### src/rtl/manobra_pkg.sv
// manobra_pkg: state codes, motor command type and helpers for sequenciador_manobra.
// PAUSA exists only when SEQUENCIADOR_PAUSA_EN is defined.
package manobra_pkg;
  typedef enum logic [2:0] {
    DESLIGADO = 3'd0,
    FRENTE    = 3'd1,
    RE        = 3'd2,
    GIRAR     = 3'd3,
    ERRO      = 3'd4
`ifdef SEQUENCIADOR_PAUSA_EN
    , PAUSA   = 3'd5
`endif
  } estado_t;
  // {esq_frente, esq_tras, dir_frente, dir_tras}
  typedef logic [3:0] cmd_t;
  localparam cmd_t CMD_PARADO    = 4'b0000;
  localparam cmd_t CMD_FRENTE    = 4'b1010;
  localparam cmd_t CMD_RE        = 4'b0101;
  localparam cmd_t CMD_GIRAR_DIR = 4'b1001;
  function automatic cmd_t cmd_de_estado(estado_t e);
    return e == FRENTE ? CMD_FRENTE : e == RE ? CMD_RE : e == GIRAR ? CMD_GIRAR_DIR : CMD_PARADO;
  endfunction
  function automatic int max3(int a, int b, int c);
    return (a > b ? a : b) > c ? (a > b ? a : b) : c;
  endfunction
endpackage

### src/rtl/contador_manobra.sv
// contador_manobra: loadable down-counter that saturates at zero, with clear and zero flag.
module contador_manobra #(
  parameter int W = 4
) (
  input  logic         clk,
  input  logic         rst_n,
  input  logic         i_load,
  input  logic         i_clear,
  input  logic [W-1:0] i_valor,
  output logic         o_zero
);
  logic [W-1:0] r_cnt;
  always_ff @(posedge clk or negedge rst_n)
    if (!rst_n) r_cnt <= '0;
    else if (i_clear) r_cnt <= '0;
    else if (i_load) r_cnt <= i_valor;
    else if (r_cnt != '0) r_cnt <= r_cnt - 1'b1;
  assign o_zero = r_cnt == '0;
endmodule

### src/rtl/sequenciador_manobra.sv
// sequenciador_manobra: commits reverse/turn requests into timed H-bridge maneuvers.
// Define SEQUENCIADOR_PAUSA_EN to insert motors-off PAUSA before each direction reversal.
module sequenciador_manobra
  import manobra_pkg::*;
#(
  parameter int T_RE    = 8,
  parameter int T_GIRAR = 6,
  parameter int T_PAUSA = 2
) (
  input  logic       Clock,
  input  logic       Reset_n,
  input  logic       Ligado,
  input  logic       Saida_Erro,
  input  logic       Saida_Re,
  input  logic       Saida_Girar,
  output logic       Motor_Esq_Frente,
  output logic       Motor_Esq_Tras,
  output logic       Motor_Dir_Frente,
  output logic       Motor_Dir_Tras,
  output logic [2:0] Estado,
  output logic       Ocupado
);
  localparam int W = $clog2(max3(T_RE, T_GIRAR, T_PAUSA)) + 1;
  localparam logic [W-1:0] C_RE    = W'(T_RE - 1);
  localparam logic [W-1:0] C_GIRAR = W'(T_GIRAR - 1);
`ifdef SEQUENCIADOR_PAUSA_EN
  localparam logic [W-1:0] C_PAUSA = W'(T_PAUSA - 1);
  logic r_pos_girar, w_pos_girar;
`endif
  estado_t      r_estado, w_prox;
  logic         w_load, w_clear, w_zero;
  logic [W-1:0] w_carga;
  contador_manobra #(.W(W)) u_contador (
    .clk     (Clock),
    .rst_n   (Reset_n),
    .i_load  (w_load),
    .i_clear (w_clear),
    .i_valor (w_carga),
    .o_zero  (w_zero)
  );
  always_comb begin
    w_prox  = r_estado;
    w_load  = 1'b0;
    w_clear = 1'b0;
    w_carga = '0;
`ifdef SEQUENCIADOR_PAUSA_EN
    w_pos_girar = r_pos_girar;
`endif
    if (!Ligado || Saida_Erro) begin
      w_prox  = Ligado ? ERRO : DESLIGADO;
      w_clear = 1'b1;
    end else
      case (r_estado)
        FRENTE:
          if (Saida_Re) begin
`ifdef SEQUENCIADOR_PAUSA_EN
            w_prox      = PAUSA;
            w_pos_girar = 1'b0;
            w_carga     = C_PAUSA;
`else
            w_prox  = RE;
            w_carga = C_RE;
`endif
            w_load = 1'b1;
          end else if (Saida_Girar) begin
            w_prox  = GIRAR;
            w_load  = 1'b1;
            w_carga = C_GIRAR;
          end
        RE:
          if (w_zero) begin
`ifdef SEQUENCIADOR_PAUSA_EN
            w_prox      = PAUSA;
            w_pos_girar = 1'b1;
            w_carga     = C_PAUSA;
`else
            w_prox  = GIRAR;
            w_carga = C_GIRAR;
`endif
            w_load = 1'b1;
          end
        GIRAR: w_prox = w_zero ? FRENTE : GIRAR;
`ifdef SEQUENCIADOR_PAUSA_EN
        PAUSA:
          if (w_zero) begin
            w_prox  = r_pos_girar ? GIRAR : RE;
            w_load  = 1'b1;
            w_carga = r_pos_girar ? C_GIRAR : C_RE;
          end
`endif
        default: w_prox = FRENTE;
      endcase
  end
  always_ff @(posedge Clock or negedge Reset_n)
    if (!Reset_n) r_estado <= DESLIGADO;
    else r_estado <= w_prox;
`ifdef SEQUENCIADOR_PAUSA_EN
  always_ff @(posedge Clock or negedge Reset_n)
    if (!Reset_n) r_pos_girar <= 1'b0;
    else r_pos_girar <= w_pos_girar;
  assign Ocupado = r_estado inside {RE, GIRAR, PAUSA};
`else
  assign Ocupado = r_estado inside {RE, GIRAR};
`endif
  assign {Motor_Esq_Frente, Motor_Esq_Tras, Motor_Dir_Frente, Motor_Dir_Tras} = cmd_de_estado(r_estado);
  assign Estado = r_estado;
endmodule

### config.mk
export PLATFORM = sky130hd
export DESIGN_NAME = sequenciador_manobra
export DESIGN_NICKNAME = d
export VERILOG_FILES = /design/src/rtl/manobra_pkg.sv /design/src/rtl/contador_manobra.sv /design/src/rtl/sequenciador_manobra.sv
export SDC_FILE = /design/constraint.sdc
export NUM_CORES = 1
export LEC_CHECK = 0
export CORE_AREA = 8 8 45 47
export DETAILED_ROUTE_END_ITERATION = 12
export DIE_AREA = 0 0 53 55
export PLACE_DENSITY_LB_ADDON = 0.25
export SLEW_MARGIN = 30
export SYNTH_ARGS = -nofsm -noshare
export SYNTH_HDL_FRONTEND = slang
export SYNTH_SLANG_ARGS = --single-unit
### constraint.sdc
create_clock -name Clock -period 1.6 [get_ports Clock]
set_input_delay 0.16 -clock Clock [delete_from_list [all_inputs] [get_ports Clock]]
set_output_delay 0.16 -clock Clock [all_outputs]
set_load 0.01 [all_outputs]
Word-level counts from Yosys, hierarchy flattened
Cells that the tools add are included.

cells by class
  add/subtract/negate cells = 1
  equal/unequal tests = 5
  mux-type cells = 24
  reduce and logical (&&, ||, !) cells = 7

operators with widths
  cell                   number
  $mux W3                9
  $mux W4                6
  $pmux W3 S3            1
  $eq A3 B2 Y1 const B   2
  $pmux W3 S2            1
  $mux W1                5
  $logic_not A4 Y1       1
  $ne A4 B4 Y1 const B   1
  $reduce_bool A4 Y1     1
  $sub A4 B1 Y4 const B  1
  $eq A3 B1 Y1 const B   1
  $ne A3 B3 Y1 const B   1
  $reduce_bool A3 Y1     1
  $mux W2                1
  $pmux W1 S2            1
  $reduce_and A2 Y1      1
  $reduce_bool A2 Y1     1
  $logic_not A1 Y1       1
  $logic_or A1 B1 Y1     1

storage, ports and cells
  flip-flop bits (word level) = 7
  input bits = 6
  output and inout port bits = 8
  logic and storage cells = 39

Depth between registers and ports, before layout
  depth after elaboration = 6
  gate-level depth with buffers = 5
  gate-level depth less buffers = 5

Hierarchy
From an unflattened synthesis, not the netlist that was laid out.

second synthesis, totals
  cell total of the unflattened synthesis = 51
  area, all modules = 476.7 µm²

modules (own cells, without submodules)
  module                times used  cells each  area each (µm²)  seq. area each (µm²)
  contador_manobra      1           29          269.0            100.1
  sequenciador_manobra  1           22          207.7            75.1

Least setup slack after synthesis
No wires, ideal clock.

  path type = reg-to-reg
  from = reg u_contador.r_cnt[0]
  to = reg u_contador.r_cnt[1]
  library setup time = 94 ps
  arrival time = 1,531 ps
  data required time = 1,506 ps
  slack = -24 ps
  cell stages (with the launch flop) = 6
  path buffers = 0
  clock period less this slack = 1,624 ps
  cell sequence = dfrtp_1 -> inv_1 -> ha_1 -> or3b_4 -> or3_1 -> a221oi_2

between the ends
  word-level cells in the longest chain between the ends = 6
  elaborated cells between the ends (all ways) = 10
  classes of those cells = add/sub: 1; mux: 6; reduce/logical: 3

RTL lines
  what                    RTL line                    RTL
  from (decl)             contador_manobra.sv:12      logic [W-1:0] r_cnt;
  from (signal assigned)  contador_manobra.sv:16      else if (i_load) r_cnt <= i_valor;
  from (signal assigned)  contador_manobra.sv:17      else if (r_cnt != '0) r_cnt <= r_cnt - 1'b1;
  $logic_not A4 Y1        contador_manobra.sv:18      assign o_zero = r_cnt == '0;
  $mux W1                 sequenciador_manobra.sv:71  if (w_zero) begin
  $pmux W1 S2             sequenciador_manobra.sv:53  case (r_estado)
  $mux W1                 sequenciador_manobra.sv:49  if (!Ligado || Saida_Erro) begin
  $mux W4                 contador_manobra.sv:16
  $mux W4                 contador_manobra.sv:15      else if (i_clear) r_cnt <= '0;

Several ways; a longest one is shown, not always the timed one. The select of a mux whose other input is x is not followed.
A chain may end at the register's enable or synchronous reset.

Worst setup path in the final report
Same ends and word-level chain as after synthesis.

==> metrics.csv <==
stage;metric;value;unit
run_status;status;finished with violations;
run_status;violated checks;negative setup slack;
cts;TritonCTS Buffers;3;
power;PD cells;838;mW/mm2
detailed_routing;top layer used by detailed routing;met4;
cts;Skew-Pair Late Insertion Delay;0.25;ns
logic_synthesis;top cell type's share of synthesized area;0.418;
worst_hold_path;min-delay worst type;input pin to async pin;
detailed_routing;Via density;4.68;
power;Leakage;0.346;nW
detailed_routing;1st-pass router iterations;3;
die;io pins;14;
die;Die ar.;0.00292;mm2
setup_path;Critical Path End Type;flip-flop;
die;initial core utilization;0.303;
setup_path;critical path data required time;1.76;ns
sta;Final TNS setup;-0.0921;ns
detailed_routing;met3 routed WL;67;um
sta;setup ws final;-0.0722;ns
detailed_routing;Post-Route WL;1110;um
global_route;largest net degree at the start of global routing;8;
global_route;vias in the first global route;412;
cts;TritonCTS clock tree;done;
setup_path;Worst path depth;5;
logic_synthesis;#FFs+latches synth;7;
global_route;GR Overflow Total;0;
setup_path;Critical Path Max Stage Delay;0.39;ns
sta;Worst-Margin Slew;0.308;ns
sta;fin. max-slew vios;0;
die;Core Footprint;0.00138;mm2
final_layout;Nets;80;
placement;DP HPWL;847;um
logic_synthesis;Unique masters post-synth;25;
logic_synthesis;Syn Nets;46;
setup_path;Slowest-stage cell, CP;dfrtp_1;
detailed_routing;met1 wire length;514;um
detailed_routing;Initial DRC Count;3;
setup_path;path depth of the worst reg2reg path;5;
logic_synthesis;top cells by area, synth;dfrtp_1, ha_1, nor2b_1;
final_layout;fraction of layout cells with a size suffix above 1;0.423;
setup_path;CP Cell Sequence;inv_2 > ha_4 > or3b_4 > or3_4 > a221oi_2;
placement;input/output buffers;13;
setup_path;critical path's top delay family;simple AND/OR/NAND/NOR gates;
logic_synthesis;Post-synth ARST share;1.00;
logic_synthesis;Seq/Total Area, Yosys;0.418;
placement;GPL Wtd Cong;0.952;
sta;Final Hold Viols;0;
final_layout;area grow syn2layout;76.7;%
global_route;first-pass GRT wire length;1680;um
sta;min Tclk post-route;1.67;ns
cts;H-tree depth;1;
logic_synthesis;Syn. warnings;0;
setup_path;Arr. time, crit path;1.83;ns
logic_synthesis;synthesized area;419;um2
sta;maximum clock frequency;598;MHz
setup_path;Crit path buffers/inverters;1;
logic_synthesis;post-synth top area cell;dfrtp_1;
detailed_routing;met2 wire length;506;um
final_layout;final core utilization;0.535;
logic_synthesis;most frequent cell after synthesis;dfrtp_1;
logic_synthesis;number of synthesized flops with an enable pin;0;
job;Max-Cap Viols;0;
power;total power;0.621;mW
setup_path;Critical Path Fanout Max;3;
detailed_routing;via count;407;
detailed_routing;antenna viol nets, final;0;
setup_path;critical path type;flip-flop to flip-flop;
die;Die Height;55;um
sta;slew margin rel.;0.792;
detailed_routing;# DRC;0;
cts;Max Buffers Root-to-Sink;2;
sta;final setup fails;2;
sta;Final Cycle Share;1.05;
power;Worst VDD drop;545;uV
logic_synthesis;ys flop type;dfrtp_1;
global_route;GR Util All Layers;0.0787;
cts;Reg clk slew, reported paths;0.05;ns
final_layout;Antenna Cells;0;
die;Rows;14;
sta;Setup Skew;0.00184;ns
logic_synthesis;list of most frequent post-synthesis cells;dfrtp_1, nor2b_1;
global_route;initial antenna violation count;0;
cts;Sink Count;7;
sta;worst hold slack;0.166;ns
logic_synthesis;cell count after synthesis;38;
logic_synthesis;average size of a mapped cell;11.0;um2
detailed_routing;WL/cell;12.7;um
die;Die Span X;53;um
sta;RSZ-0062 raised after global routing;yes;
cts;Root Driver;clkbuf_4;
setup_path;crit start category;flip-flop;
[worst paths after layout]
check	from	to	slack [ns]
max	u_contador.r_cnt[0]	u_contador.r_cnt[1]	-0.07
min	Reset_n	Estado[2]	0.17
max reg2reg	u_contador.r_cnt[0]	u_contador.r_cnt[1]	-0.07
min reg2reg	u_contador.r_cnt[3]	u_contador.r_cnt[3]	0.63
max in group asynchronous	Reset_n	Estado[1]	1.20
min in group Clock	Ligado	Estado[2]	0.50
[cells in the final DEF, fill, tap and decap left out, drive strengths merged]
master	netlist	final
or3	1	1
dfrtp	7	7
and2	1	1
a21oi	2	2
and3	1	1
nor3b	3	3
nand2	1	1
clkdlybuf4s50	0	8
a2bb2oi	1	1
a311oi	1	1
nand2b	1	1
mux2i	1	1
xnor2	1	1
ha	2	2
nor4b	1	1
a221oi	2	2
inv	2	2
dlygate4sd2	0	5
nor2b	4	4
a2111oi	1	1
clkbuf	0	3
or3b	1	1
nor3	1	1
clkinv	0	1
buf	0	16
xor2	1	1
nor4	1	1
or2	1	1
[logic make-up (layout without fill, tap and decap cells)]
| logic type | after synthesis | count (layout) | synth area share |
|---|---|---|---|
| DFF | 7 | 7 | 0.418 |
| AOI/OAI and AO/OA | 7 | 7 | 0.143 |
| xor gates and xnor gates | 2 | 2 | 0.0418 |
| buffers and inverters | 2 | 35 | 0.0179 |
| adders and majority gates | 2 | 2 | 0.0597 |
| and+or+nand+nor | 17 | 17 | 0.296 |
| muxes | 1 | 1 | 0.0239 |
[sequential cells by signal, summed over array words and instances (netlist names)]
| name | flops |
|---|---|
| u_contador.r_cnt | 4 |
| Estado | 3 |
[routing by layer]
| metal | vias up | global-route usage |
|---|---|---|
| li1 | 210 | - |
| met1 | 183 | 0.0901 |
| met2 | 12 | 0.129 |
| met3 | 2 | 0.0428 |
| met4 | 0 | 0.0129 |
| met5 | - | 0 |
[worst register-to-register path: cells and delay by family (launching register included)]
kind	cells	cell delay, ns
compound gates	1	0.27
fa+ha+maj	1	0.12
buf+inv	1	0.08
flops	1	0.39
simple gates	2	0.72
[final cells by class]
| class | count | area [um2] |
|---|---|---|
| fillers | 138 | 643 |
| clock inverters | 1 | 5.00 |
| multi-input cells | 29 | 267 |
| inverters | 2 | 7.51 |
| clock buffers | 3 | 22.5 |
| repair buffers | 29 | 244 |
| flip-flops and latches | 7 | 175 |
| well taps | 16 | 20.0 |
[through the flow]
stage | std cells | instance area [um2] | worst slack [ns]
floorplan | 38 | 419 | -0.0243
global placement | 80 | 667 | -0.0407
detailed placement | 80 | 667 | -0.0462
CTS | 84 | 694 | -0.0485
global route | 87 | 741 | -0.111
finish | 87 | 741 | -0.0722
[report_power, final]
part | total [mW] | internal [mW] | switching [mW]
combinational | 0.257 | 0.158 | 0.0986
clock | 0.159 | 0.0913 | 0.0677
sequential | 0.205 | 0.191 | 0.0141
total | 0.621 | 0.440 | 0.180
[what timing repair did]
item | 4_1_cts | 5_1_grt
hold buffers | 0 | 0
pin swaps | 0 | 2
setup endpoints to repair | 6 | 2
resized for setup | 8 | 5
setup buffers | 0 | 3
(Power assumes the default switching activity.)
==> patch 1, RTL diff (same flow settings) <==
The option `SEQUENCIADOR_PAUSA_EN` is turned on by a define.
--- a/src/rtl/manobra_pkg.sv
+++ b/src/rtl/manobra_pkg.sv
@@ -1,5 +1,7 @@
 // manobra_pkg: state codes, motor command type and helpers for sequenciador_manobra.
 // PAUSA exists only when SEQUENCIADOR_PAUSA_EN is defined.
+`define SEQUENCIADOR_PAUSA_EN
+
 package manobra_pkg;
   typedef enum logic [2:0] {
     DESLIGADO = 3'd0,
Behaviour: not the same (Yosys sat finds a counterexample within 4 cycles, from zero or initial values and one cycle with Reset_n low).
==> patch 1 against the unedited design <==
  * The run still ends with negative setup slack left
  * Largest cell class unchanged
  * Final area rose by 11%
  * Sequential cell count rose by 1
  * Setup slack improved by 31 ps
  * Area after synthesis rose by 29%
  * Wire length rose by 29%
  * Combinational power rose by 4%
  * Sequential power rose by 15%
  * Total power rose by 6.1%
==> patch 1: results (changes against the unedited design) <==
<table>
<tr><th>Metric</th><th>Value</th></tr>
<tr><th colspan="2">Status</th></tr>
<tr><td>Run status</td><td>complete, but fails checks</td></tr>
<tr><td>Violated checks</td><td>negative setup slack</td></tr>
<tr><th colspan="2">Global route</th></tr>
<tr><td>Global routing usage on met3</td><td>3.74% (-0.53 points)</td></tr>
<tr><td>First-pass GRT wire length</td><td>2280 µm (+35%)</td></tr>
<tr><td>Largest net degree at the start of global routing</td><td>9 (+1)</td></tr>
<tr><th colspan="2">Finish</th></tr>
<tr><td>Count of inverters other than clock inverters in the layout</td><td>3 (+1)</td></tr>
<tr><td>Count of buffers not belonging to the clock network in the layout</td><td>27 (-6.9%)</td></tr>
<tr><td>Non-filler cells in the finished layout</td><td>101 (+16%)</td></tr>
<tr><td>Multi-input combinational cell count</td><td>44 (+52%)</td></tr>
<tr><td>Clock Network Area Fraction</td><td>2.74% (-0.98 points)</td></tr>
<tr><td>Non-clock buffering overhead in the final layout</td><td>28.5% (-4.5 points)</td></tr>
<tr><th colspan="2">Timing</th></tr>
<tr><td>Min setup slack post-route</td><td>-41.7 ps (+30.5 ps)</td></tr>
<tr><td>Setup total negative slack</td><td>-78.6 ps (+13.4 ps)</td></tr>
<tr><td>Setup violators final</td><td>3 (+1)</td></tr>
<tr><td>Rel. slew slack</td><td>76.2% (-3.0 points)</td></tr>
<tr><th colspan="2">Route</th></tr>
<tr><td>Met3 Wirelength</td><td>115 µm (+72%)</td></tr>
<tr><td>Number of vias per cell after detailed routing</td><td>5.25 (+12%)</td></tr>
<tr><td>Initial DRT Pass Iterations</td><td>4 (+1)</td></tr>
<tr><th colspan="2">Synth</th></tr>
<tr><td>Post-synth net total</td><td>65 (+41%)</td></tr>
<tr><td>Post-Synthesis Mean Instance Area</td><td>9.46 µm² (-14%)</td></tr>
<tr><td>Arithmetic-cell share of the synthesized area counting full adders, half adders and majority gates</td><td>4.64% (-1.3 points)</td></tr>
<tr><td>Synthesized-area fraction occupied by ao, oa, aoi and oai cells</td><td>22.7% (+8.4 points)</td></tr>
<tr><th colspan="2">Placed design</th></tr>
<tr><td>Placement Setup Slack</td><td>-115 ps (-68.4 ps)</td></tr>
<tr><th colspan="2">Power and ir drop</th></tr>
<tr><td>Maximum vdd ir drop</td><td>0.427 mV (-22%)</td></tr>
<tr><th colspan="2">Worst setup path</th></tr>
<tr><td>Reg-to-Reg Start</td><td>u_contador.r_cnt[1]</td></tr>
</table>
## patch 1: report_power, final
part | switching (µW) | internal (µW) | total (µW)
combinational | 129 | 139 | 268
sequential | 15.7 | 220 | 236
clock | 68.6 | 85.9 | 154
total | 214 | 445 | 658
## patch 1: worst paths after layout
kind | endpoint | cells past startpoint
worst max-delay path | u_contador.r_cnt[2] | 6
min in group Clock | Estado[1] | 2
worst min register to register | r_pos_girar | 2
max in group asynchronous | r_pos_girar | 1
worst max register to register | u_contador.r_cnt[2] | 6
worst min-delay path | u_contador.r_cnt[1] | 1
## patch 1: critical path, stage by stage (launching register included)
cell and delay [ps]:
sky130_fd_sc_hd__dfrtp_1 390, sky130_fd_sc_hd__inv_2 90, sky130_fd_sc_hd__ha_4 120, sky130_fd_sc_hd__or3b_4 430
sky130_fd_sc_hd__mux2i_4 210, sky130_fd_sc_hd__nand2_2 90, sky130_fd_sc_hd__a221oi_2 210
==> patch 2, RTL diff (config.mk and constraints unchanged) <==
Without the edit above. Register the output `Motor_Esq_Tras`, with the module's reset; this adds one clock of latency there. The other outputs are not delayed to match.
--- a/src/rtl/sequenciador_manobra.sv
+++ b/src/rtl/sequenciador_manobra.sv
@@ -23,6 +23,8 @@
   localparam int W = $clog2(max3(T_RE, T_GIRAR, T_PAUSA)) + 1;
   localparam logic [W-1:0] C_RE    = W'(T_RE - 1);
   localparam logic [W-1:0] C_GIRAR = W'(T_GIRAR - 1);
+
+  logic Motor_Esq_Tras_d;
 `ifdef SEQUENCIADOR_PAUSA_EN
   localparam logic [W-1:0] C_PAUSA = W'(T_PAUSA - 1);
   logic r_pos_girar, w_pos_girar;
@@ -102,7 +104,15 @@
 `else
   assign Ocupado = r_estado inside {RE, GIRAR};
 `endif
-  assign {Motor_Esq_Frente, Motor_Esq_Tras, Motor_Dir_Frente, Motor_Dir_Tras} = cmd_de_estado(r_estado);
+  assign {Motor_Esq_Frente, Motor_Esq_Tras_d, Motor_Dir_Frente, Motor_Dir_Tras} = cmd_de_estado(r_estado);
   assign Estado = r_estado;
+  always_ff @(posedge Clock or negedge Reset_n) begin
+    if (!Reset_n) begin
+      Motor_Esq_Tras <= '0;
+    end else begin
+      Motor_Esq_Tras <= Motor_Esq_Tras_d;
+    end
+  end
+
 endmodule
 
Behaviour: not the same (a bounded check fails within 4 cycles, from zero or initial values and one cycle with Reset_n low).
==> patch 2 against the unedited design <==
  * The run still ends with negative setup slack left
  * Final area down 1.5%
  * Cell count down 3.4%
  * Maximum frequency up 0.52%
  * Setup slack better by 8.7 ps
  * Total power up 0.30%
  * Sequential cell count up 1
  * Clock skew down 0.92 ps
  * Area after synthesis up 9.9%
  * Wire length down 2.1%
  * Clock power about the same
  * Critical endpoint unchanged
  * Highest routed layer unchanged
==> patch 2: results (changes against the unedited design) <==
<table>
<tr><th>Metric</th><th>Value</th></tr>
<tr><th colspan="2">Status</th></tr>
<tr><td>Run status</td><td>complete, but fails checks</td></tr>
<tr><td>Violated checks</td><td>negative setup slack</td></tr>
<tr><th colspan="2">Power and ir drop</th></tr>
<tr><td>Maximum vdd ir drop</td><td>0.391 mV (-28%)</td></tr>
<tr><th colspan="2">Route</th></tr>
<tr><td>Number of vias per cell after detailed routing</td><td>4.96 (+6.1%)</td></tr>
<tr><td>Initial DRT Pass Iterations</td><td>4 (+1)</td></tr>
<tr><td>DRC marker count from the first detailed-route iteration</td><td>9 (+6)</td></tr>
<tr><td>Routed via count</td><td>417 (+2.5%)</td></tr>
<tr><th colspan="2">Synth</th></tr>
<tr><td>Part of the Yosys area used for sequential elements</td><td>43.5% (+1.7 points)</td></tr>
<tr><td>Cells after Synth</td><td>43 (+13%)</td></tr>
<tr><td>Post-synth net total</td><td>51 (+11%)</td></tr>
<tr><td>Most area-consuming cells after synthesis</td><td>sky130_fd_sc_hd__dfrtp_1 43%, sky130_fd_sc_hd__ha_1 5.4%, sky130_fd_sc_hd__nor2b_1 5.4%</td></tr>
<tr><th colspan="2">Finish</th></tr>
<tr><td>Clock Network Area Fraction</td><td>3.09% (-0.63 points)</td></tr>
<tr><td>Share of post-route cells with drive strength above 1</td><td>36.8% (-5.5 points)</td></tr>
<tr><td>Count of buffers not belonging to the clock network in the layout</td><td>22 (-24%)</td></tr>
<tr><td>Non-clock buffering overhead in the final layout</td><td>27.3% (-5.7 points)</td></tr>
<tr><td>Multi-input combinational cell count</td><td>32 (+10%)</td></tr>
<tr><td>Fraction of area in multi-input gates</td><td>37.4% (+1.4 points)</td></tr>
<tr><td>Number of fill cells</td><td>136 (-1.4%)</td></tr>
<tr><td>Register Area</td><td>204 µm² (+16%)</td></tr>
<tr><td>Number of sequential storage elements</td><td>8 (+1)</td></tr>
<tr><th colspan="2">Global route</th></tr>
<tr><td>Global routing usage on met3</td><td>3.74% (-0.53 points)</td></tr>
<tr><th colspan="2">Timing</th></tr>
<tr><td>Min setup slack post-route</td><td>-63.5 ps (+8.66 ps)</td></tr>
<tr><td>Worst clock skew</td><td>0.921 ps (-0.917 ps)</td></tr>
<tr><td>Pin slew with the least headroom to its limit</td><td>364 ps (+56.0 ps)</td></tr>
<tr><td>Worst hold margin</td><td>188 ps (+22.2 ps)</td></tr>
<tr><td>Setup violators final</td><td>1 (-1)</td></tr>
<tr><th colspan="2">Worst setup path</th></tr>
<tr><td>Worst-path fanout max</td><td>4 (+1)</td></tr>
<tr><th colspan="2">Placed design</th></tr>
<tr><td>Placed cell count</td><td>79 (-1.3%)</td></tr>
</table>
-- patch 2: cell types whose count changed in the layout (fill, tap and decap cells not counted), moves of 2 or more --
cell / change
sky130_fd_sc_hd__dfrtp_2: +3
sky130_fd_sc_hd__dfrtp_1: -2
sky130_fd_sc_hd__buf_4: -7
sky130_fd_sc_hd__clkdlybuf4s50_1: +3
sky130_fd_sc_hd__dlygate4sd2_1: -4
-- patch 2: layer usage --
metal	vias to the layer above	part of all wire [%]
li1	212	-
met1	189	46
met2	12	46
met3	4	6.4
met4	0	1.5
met5	-	0
-- patch 2: logic make-up (layout without fill, tap and decap cells) --
logic type	Yosys count	after routing	synth area share (%)
multiplexers	1	1	2.17
flip-flops	8	8	43.5
adder cells (fa/ha/maj)	2	2	5.43
XOR/XNOR	2	2	3.81
AO/OA/AOI/OAI	9	9	15.5
AND/OR/NAND/NOR	18	18	27.2
buffers and inverters	3	28	2.45
-- patch 2: power breakdown --
group | switching, µW | internal (µW)
Sequential | 16.2 | 217
Combinational | 88.9 | 141
Clock | 73.3 | 86.2
Total | 178 | 444
-- patch 2: final timing paths --
| path | cells after the start | slack (ps) | startpoint | end |
|---|---|---|---|---|
| min in group Clock | 2 | 490 | Ligado | Estado[2] |
| max in group asynchronous | 1 | 1120 | Reset_n | Estado[0] |
| max | 5 | -60 | u_contador.r_cnt[0] | u_contador.r_cnt[1] |
| min reg2reg | 1 | 550 | Estado[2] | Estado[1] |
| max reg2reg | 5 | -60 | u_contador.r_cnt[0] | u_contador.r_cnt[1] |
| min | 1 | 190 | Reset_n | u_contador.r_cnt[2] |
-- patch 2: timing repair --
action,in CTS,in global routing
pin swaps,0,2
buffers inserted,1,1
resized for setup,5,7
hold buffers,0,0
gates cloned,0,0
endpoints found under the setup margin,5,5
